**config.mk**
```make
export PLATFORM = sky130hd
export DESIGN_NAME = fpdiv
export DESIGN_NICKNAME = d
export VERILOG_FILES = /design/src/rtl/fpdiv.sv
export SDC_FILE = /design/constraint.sdc
export NUM_CORES = 1
export LEC_CHECK = 0
export CORE_ASPECT_RATIO = 0.5
export CORE_MARGIN = 5
export CORE_UTILIZATION = 55
export CTS_CLUSTER_SIZE = 28
export DETAILED_ROUTE_END_ITERATION = 10
export HOLD_SLACK_MARGIN = 0.05
export PLACE_DENSITY = 0.79
export SETUP_SLACK_MARGIN = 0.05
export SLEW_MARGIN = 10
export SYNTH_ARGS = -nofsm -noshare
export SYNTH_HDL_FRONTEND = slang
export SYNTH_SLANG_ARGS = --single-unit
```
**constraint.sdc**
```tcl
create_clock -name clk -period 3.9 [get_ports clk]
set_input_delay 0.39 -clock clk [delete_from_list [all_inputs] [get_ports clk]]
set_output_delay 0.39 -clock clk [all_outputs]
set_load 0.02 [all_outputs]
```
**src/rtl/fpdiv.sv**
```systemverilog
// 11-bit floating-point divider {sign, exp[3:0], frac[5:0]}.
// Restoring mantissa division, one quotient bit per cycle, truncating normalisation.
module fpdiv #(
    parameter int BIAS = 7
) (
    input  logic        clk,
    input  logic        rst_n,
    input  logic        in_ready,
    input  logic [10:0] a,
    input  logic [10:0] b,
    output logic [10:0] quotient,
    output logic        done,
    output logic        div_by_zero,
    output logic        overflow,
    output logic        underflow
);

    typedef enum logic [1:0] {StIdle, StDivide, StNorm, StDone} state_e;

    state_e state_q, state_d;

    logic        sign_q;
    logic [3:0]  ea_q, eb_q;
    logic [5:0]  fb_q;
    logic [7:0]  rem_q, quo_q;
    logic [2:0]  cnt_q;
    logic [10:0] res_q, quotient_q;
    logic        dbz_q, ovf_q, unf_q;
    logic        div_by_zero_q, overflow_q, underflow_q, done_q;

    logic [7:0]  divisor;
    logic        rem_ge;
    logic [6:0]  rem_sub, rem_next;

    logic signed [6:0] exp_res;
    logic [5:0]  frac_res;
    logic [10:0] res_d;
    logic        dbz_d, ovf_d, unf_d;

    assign quotient    = quotient_q;
    assign done        = done_q;
    assign div_by_zero = div_by_zero_q;
    assign overflow    = overflow_q;
    assign underflow   = underflow_q;

    always_ff @(posedge clk) begin
        if (!rst_n) state_q <= StIdle;
        else        state_q <= state_d;
    end

    always_comb begin
        state_d = state_q;
        unique case (state_q)
            StIdle:   if (in_ready) state_d = StDivide;
            StDivide: if (cnt_q == 3'd7) state_d = StNorm;
            StNorm:   state_d = StDone;
            StDone:   state_d = StIdle;
        endcase
    end

    // Remainder stays below twice the divisor, so 8 bits suffice and the
    // post-subtract value always fits in 7 bits before the shift.
    always_comb begin
        divisor  = {2'b01, fb_q};
        rem_ge   = (rem_q >= divisor);
        rem_sub  = 7'(rem_q - divisor);
        rem_next = rem_ge ? rem_sub : rem_q[6:0];
    end

    always_comb begin
        exp_res  = $signed({3'b000, ea_q}) - $signed({3'b000, eb_q}) + $signed(7'(BIAS))
                   - (quo_q[7] ? 7'sd0 : 7'sd1);
        frac_res = quo_q[7] ? quo_q[6:1] : quo_q[5:0];
        res_d    = {sign_q, exp_res[3:0], frac_res};
        dbz_d    = 1'b0;
        ovf_d    = 1'b0;
        unf_d    = 1'b0;
        if (eb_q == 4'd0) begin
            res_d = {sign_q, 4'hf, 6'd0};
            dbz_d = 1'b1;
        end else if (ea_q == 4'd0) begin
            res_d = {sign_q, 10'd0};
        end else if (exp_res > 7'sd14) begin
            res_d = {sign_q, 4'hf, 6'd0};
            ovf_d = 1'b1;
        end else if (exp_res < 7'sd1) begin
            res_d = {sign_q, 10'd0};
            unf_d = 1'b1;
        end
    end

    always_ff @(posedge clk) begin
        if (!rst_n) begin
            sign_q        <= 1'b0;
            ea_q          <= '0;
            eb_q          <= '0;
            fb_q          <= '0;
            rem_q         <= '0;
            quo_q         <= '0;
            cnt_q         <= '0;
            res_q         <= '0;
            dbz_q         <= 1'b0;
            ovf_q         <= 1'b0;
            unf_q         <= 1'b0;
            quotient_q    <= '0;
            div_by_zero_q <= 1'b0;
            overflow_q    <= 1'b0;
            underflow_q   <= 1'b0;
            done_q        <= 1'b0;
        end else begin
            done_q <= 1'b0;
            unique case (state_q)
                StIdle: begin
                    if (in_ready) begin
                        sign_q <= a[10] ^ b[10];
                        ea_q   <= a[9:6];
                        eb_q   <= b[9:6];
                        fb_q   <= b[5:0];
                        rem_q  <= {2'b01, a[5:0]};
                        quo_q  <= '0;
                        cnt_q  <= '0;
                    end
                end
                StDivide: begin
                    quo_q <= {quo_q[6:0], rem_ge};
                    rem_q <= {rem_next, 1'b0};
                    cnt_q <= cnt_q + 3'd1;
                end
                StNorm: begin
                    res_q <= res_d;
                    dbz_q <= dbz_d;
                    ovf_q <= ovf_d;
                    unf_q <= unf_d;
                end
                StDone: begin
                    quotient_q    <= res_q;
                    div_by_zero_q <= dbz_q;
                    overflow_q    <= ovf_q;
                    underflow_q   <= unf_q;
                    done_q        <= 1'b1;
                end
            endcase
        end
    end

endmodule

```
Yosys cells after proc, flatten, opt, wreduce, memory -nomap -nowiden:

Cells that the tools add are included.

* output and inout bits: 15
* logic and storage cells: 64
* flip-flop bits (word level): 65
* input port bits: 25

* eq/ne operators: 6
* magnitude comparators: 3
* reductions and logical operators: 7
* muxes and demuxes: 25
* $add $sub $neg: 5
* bitwise gates (word level): 1

Operators with widths (count)
* $mux 10: 4
* $pmux 8 s2: 2
* $mux 8: 2
* $mux 1: 10
* $ge 8x7->1: 1
* $logic_not 4->1: 2
* $pmux 2 s4: 1
* $gt 7x5->1 const B: 1
* $lt 7x2->1 const B: 1
* $mux 7: 1
* $sub 6x2->7: 1
* $sub 7x7->7: 1
* $add 5x4->6 const B: 1
* $mux 6: 1
* $pmux 3 s2: 1
* $reduce_and 2->1: 3
* $sub 4x4->5: 1
* $eq 2x2->1 const B: 2
* $mux 2: 2
* $ne 2x2->1 const B: 2
* $add 3x1->3 const B: 1
* $eq 3x3->1 const B: 1
* $mux 3: 1
* $eq 2x1->1 const B: 1
* other kinds (3): 3

Depth between registers and ports, before layout:

* depth in word-level cells: 8
* depth in mapped cells: 13

Worst setup path before layout:

OpenSTA, ideal clock, no wires.

* kind: register -> register
* start: register ea_q[0]
* end: register res_q[6]
* stages on the path, launching flop included: 14
* slack: 884 ps
* library setup time: 121 ps
* arrival time: 2895 ps
* clock period less this slack: 3016 ps
* data required time: 3779 ps
* cells stage by stage: dfxtp_1 inv_1 ha_1 fa_1 xnor2_2 xor2_1 ha_1 nor2b_1 mux2i_1 xnor3_1 or4_4 and2_4 o211ai_2 nor2_1

* word-level cells in the longest chain between the ends: 8
* elaborated cells between the ends (all ways): 10
* classes of those cells: 3 x add/sub; 2 x order compare; 4 x mux; 1 x reduce/logical

Ends and longest elaborated chain
* from (decl): line 23 `logic [3:0] ea_q, eb_q;`
* from (signal assigned): line 116 `ea_q <= a[9:6];`
* $sub 4x4->5: line 71 `exp_res = $signed({3'b000, ea_q}) - $signed({3'b000, eb_q}) + $signed(7'(BIAS))`
* $add 5x4->6: line 71
* $sub 6x2->7: line 72 `- (quo_q[7] ? 7'sd0 : 7'sd1);`
* $lt 7x2->1: line 86 `end else if (exp_res < 7'sd1) begin`
* $mux 10: line 86
* $mux 10: line 83 `end else if (exp_res > 7'sd14) begin`
* $mux 10 *: line 81 `end else if (ea_q == 4'd0) begin`
* $mux 10 *: line 78 `if (eb_q == 4'd0) begin`
* to (signal assigned): line 130 `res_q <= res_d;`
* to (decl): line 27 `logic [10:0] res_q, quotient_q;`

Every way passes the cells marked *; elsewhere a longest branch is shown, timed or not.
A chain may end at the register's enable or synchronous reset.

Worst setup path after layout:

* start: register ea_q[0]
* end: register res_q[7]

The elaborated chain is that of the path after synthesis.

==> results.md <==
* Antenna diodes at 0
* Maximum clock frequency at 305.5 MHz
* Clock tree root buffer cell: clkbuf_16
* PD cells at 755.2 nW/um^2
* Tcrit/Tclk final at 83.92%
* Prevailing post-synth register cell: dfxtp_1
* Final Hold Fails at 0
* Die height at 63.50 um
* Synthesized area per cell at 8.696 um^2
* Hold depth at 2
* Synth top area cells: dfxtp_1, mux2i_1, ha_1
* Core area at 5515 um^2
* Total GRT Usage at 20.39%
* Post-route ant nets at 0
* Hold_sp: unf_q
* DR WL/cell at 14.47 um
* Synth unique cells at 44
* Leading cell type by number of instances after synthesis: dfxtp_1
* Dpl cells at 461
* Top cell type's share of synthesized area at 41.34%
* Asr flop ratio synth at 0%
* Yosys Warn Count at 0
* Routed wire length at 6902 um
* Synthesis-to-finish area growth at 24.32%
* Most frequent cells after synthesis: dfxtp_1, nand2_1, nor2_1, a21oi_1, mux2i_1
* CTS Buffer Depth at 2
* FF+latch count, synth at 65
* Pin count of the biggest net entering global routing at 49
* Reg2reg start: ea_q[0]
* DRT iter0 DRCs at 157
* Setup tns final at 0 ps
* Worst-case reg-to-reg path depth at 13
* Placer Congestion at 0.8173
* Nets@finish at 446
* Max-Cap Viols at 0
* Area of placed instances at 3592 um^2
* # clock sinks at 65
* H-tree depth at 3
* Cell Rows at 19
* Worst-path clk slew at 60 ps
* Yosys top cell by area: dfxtp_1
* Syn_nets at 409
* Pre-antenna DRT Iters at 4
* Gr ovfl total at 0
* Max_slew headroom at 38.77%
* Hold Path Class: reg -> reg
* Detailed-route via count at 2645
* DR vias/cell at 5.545
* Critical Path Sink Type: flop
* Post-CTS sizing at 0
* Maximum fanout along the worst path at 6
* Die Wd at 117.0 um
* Tmin final at 3273 ps
* Final setup viols at 0
* Post-CTS setup buffers at 0
* Crit Reg-Reg Endpoint: res_q[7]
* Starting Density at 57.08%
* IO Count at 40
* Worst Path Required at 4120 ps
* Vias in the first global route at 2552
* Critical Path AT at 3490 ps
* Max IR drop VDD at 0.5299 mV
* Final count of pins violating max slew at 0
* Startpoint Class: flop
* Num CTS Buffers at 9
* Synthesized instance count at 362
* CTS Hold Bufs at 0
* Status: completed
* EDFF count, synth at 0
* CTS tree: yes
* First-pass GRT wire length at 11950 um
* Finished Layout Cells at 477
* Synth Cell Area at 3148 um^2
* Placed wire-length estimate at 4940 um
* Fill cell count at 421
* Crit path kind: reg -> reg
* Design area at 3914 um^2
* Clk_lat worst skew at 330 ps
* WHS Endpoint: unf_q
* RSZ-0062 raised after global routing: false
* Area of the die at 7428 um^2
* Layout Skew at 5.015 ps
* LEAKAGE at 1.505 nW
* Post-synthesis sequential area ratio at 41.34%
* Reg2reg setup slack at 630 ps
* Least-Margin Pin Slew at 918.5 ps
* DRC Markers at 0
* Share of cells above drive strength 1 at 6.436%
* Port Buffer Count at 39
* Initial antenna violation count at 0
[layout by cell type, fill, tap and decap left out, types with 2 or more instances in the layout]
cell / netlist / routed
nor2b_1: 2 / 2
nand2b_1: 3 / 3
nor3_1: 5 / 5
mux2i_1: 28 / 28
nor2_1: 44 / 44
o22ai_1: 5 / 5
a21o_1: 4 / 4
a21oi_1: 29 / 29
nand2_1: 46 / 46
o21ai_0: 17 / 17
xnor2_1: 4 / 4
and2_1: 3 / 3
clkdlybuf4s50_1: 0 / 39
xor2_1: 2 / 2
inv_1: 20 / 20
a22oi_1: 10 / 10
and3_1: 2 / 2
o21a_1: 3 / 3
bufinv_16: 0 / 2
buf_4: 0 / 3
ha_1: 20 / 20
fa_1: 2 / 2
clkinv_2: 0 / 2
a31o_2: 3 / 3
or3_1: 2 / 2
clkbuf_16: 0 / 9
nand4_1: 2 / 2
o211ai_1: 3 / 3
nand3_1: 4 / 4
dfxtp_1: 65 / 65
[flip-flops by register name, indices dropped and copies added, names as in the netlist, 2 cells and up]
name,count
fb_q,6
cnt_q,3
state_q,2
res_q,11
ea_q,4
eb_q,4
rem_q,8
quo_q,8
quotient,11
[critical path: stages (launching register included)]
cell	delay (ps)
dfxtp_1	330
inv_1	50
ha_1	220
fa_1	420
xnor2_2	330
xor2_1	220
ha_1	210
nor2b_1	50
mux2i_1	140
xnor3_1	280
or4_4	440
and2_4	170
o211ai_2	200
nor2_1	80
[logic make-up after synthesis]
logic type | Yosys count | synth area share (%)
compound gates | 86 | 17.29
xor+xnor | 8 | 2.902
fa+ha+maj | 22 | 9.221
buf+inv | 36 | 4.293
flops | 65 | 41.34
mux | 28 | 8.903
simple gates | 117 | 16.06
[per-layer routing]
layer	track usage, %	wire length [um]
met1	25.31	3143
met2	33.43	3271
met3	8.222	408
met4	4.149	78
met5	0	0
[where the power goes]
group          switching (W)  internal, W  leakage, nW
Sequential         0.0000861     0.000770        0.528
Clock               0.000285     0.000575        0.159
Combinational       0.000713     0.000526        0.817
Total                0.00108      0.00187         1.51
[worst max-delay path by stage]
stage,startpoint,to,cells after the start
final,ea_q[0],res_q[7],13
after global routing,ea_q[0],res_q[8],13
after CTS,ea_q[0],res_q[6],13
after detailed placement,ea_q[0],res_q[7],13
after global placement,ea_q[0],res_q[8],13
after floorplan,ea_q[0],res_q[6],13
[per-stage QoR]
step | total power (W) | utilization (%) | worst slack, ps | hold slack [ps]
3_5_place_dp | 0.002082 | 65.13 | 597.6 | 435.3
3_3_place_gp | 0.002031 | 65.13 | 789.6 | 435.9
4_1_cts | 0.002969 | 70.96 | 595.4 | 441.1
2_1_floorplan | 0.001807 | - | 883.9 | 415.3
5_1_grt | 0.003163 | 70.96 | 445.2 | 463.7
6_report | 0.002956 | 70.96 | 627.1 | 446.3
[final cells by class]
class	count	area, um^2	share of cell area, %
multi-input cells	261	1712	43.73
flip-flops and latches	65	1301	33.25
repair buffers	42	412.9	10.55
clock buffers	11	242.7	6.202
well taps	73	91.34	2.334
clock inverters	5	78.83	2.014
inverters	20	75.07	1.918
(Power assumes the default switching activity.)
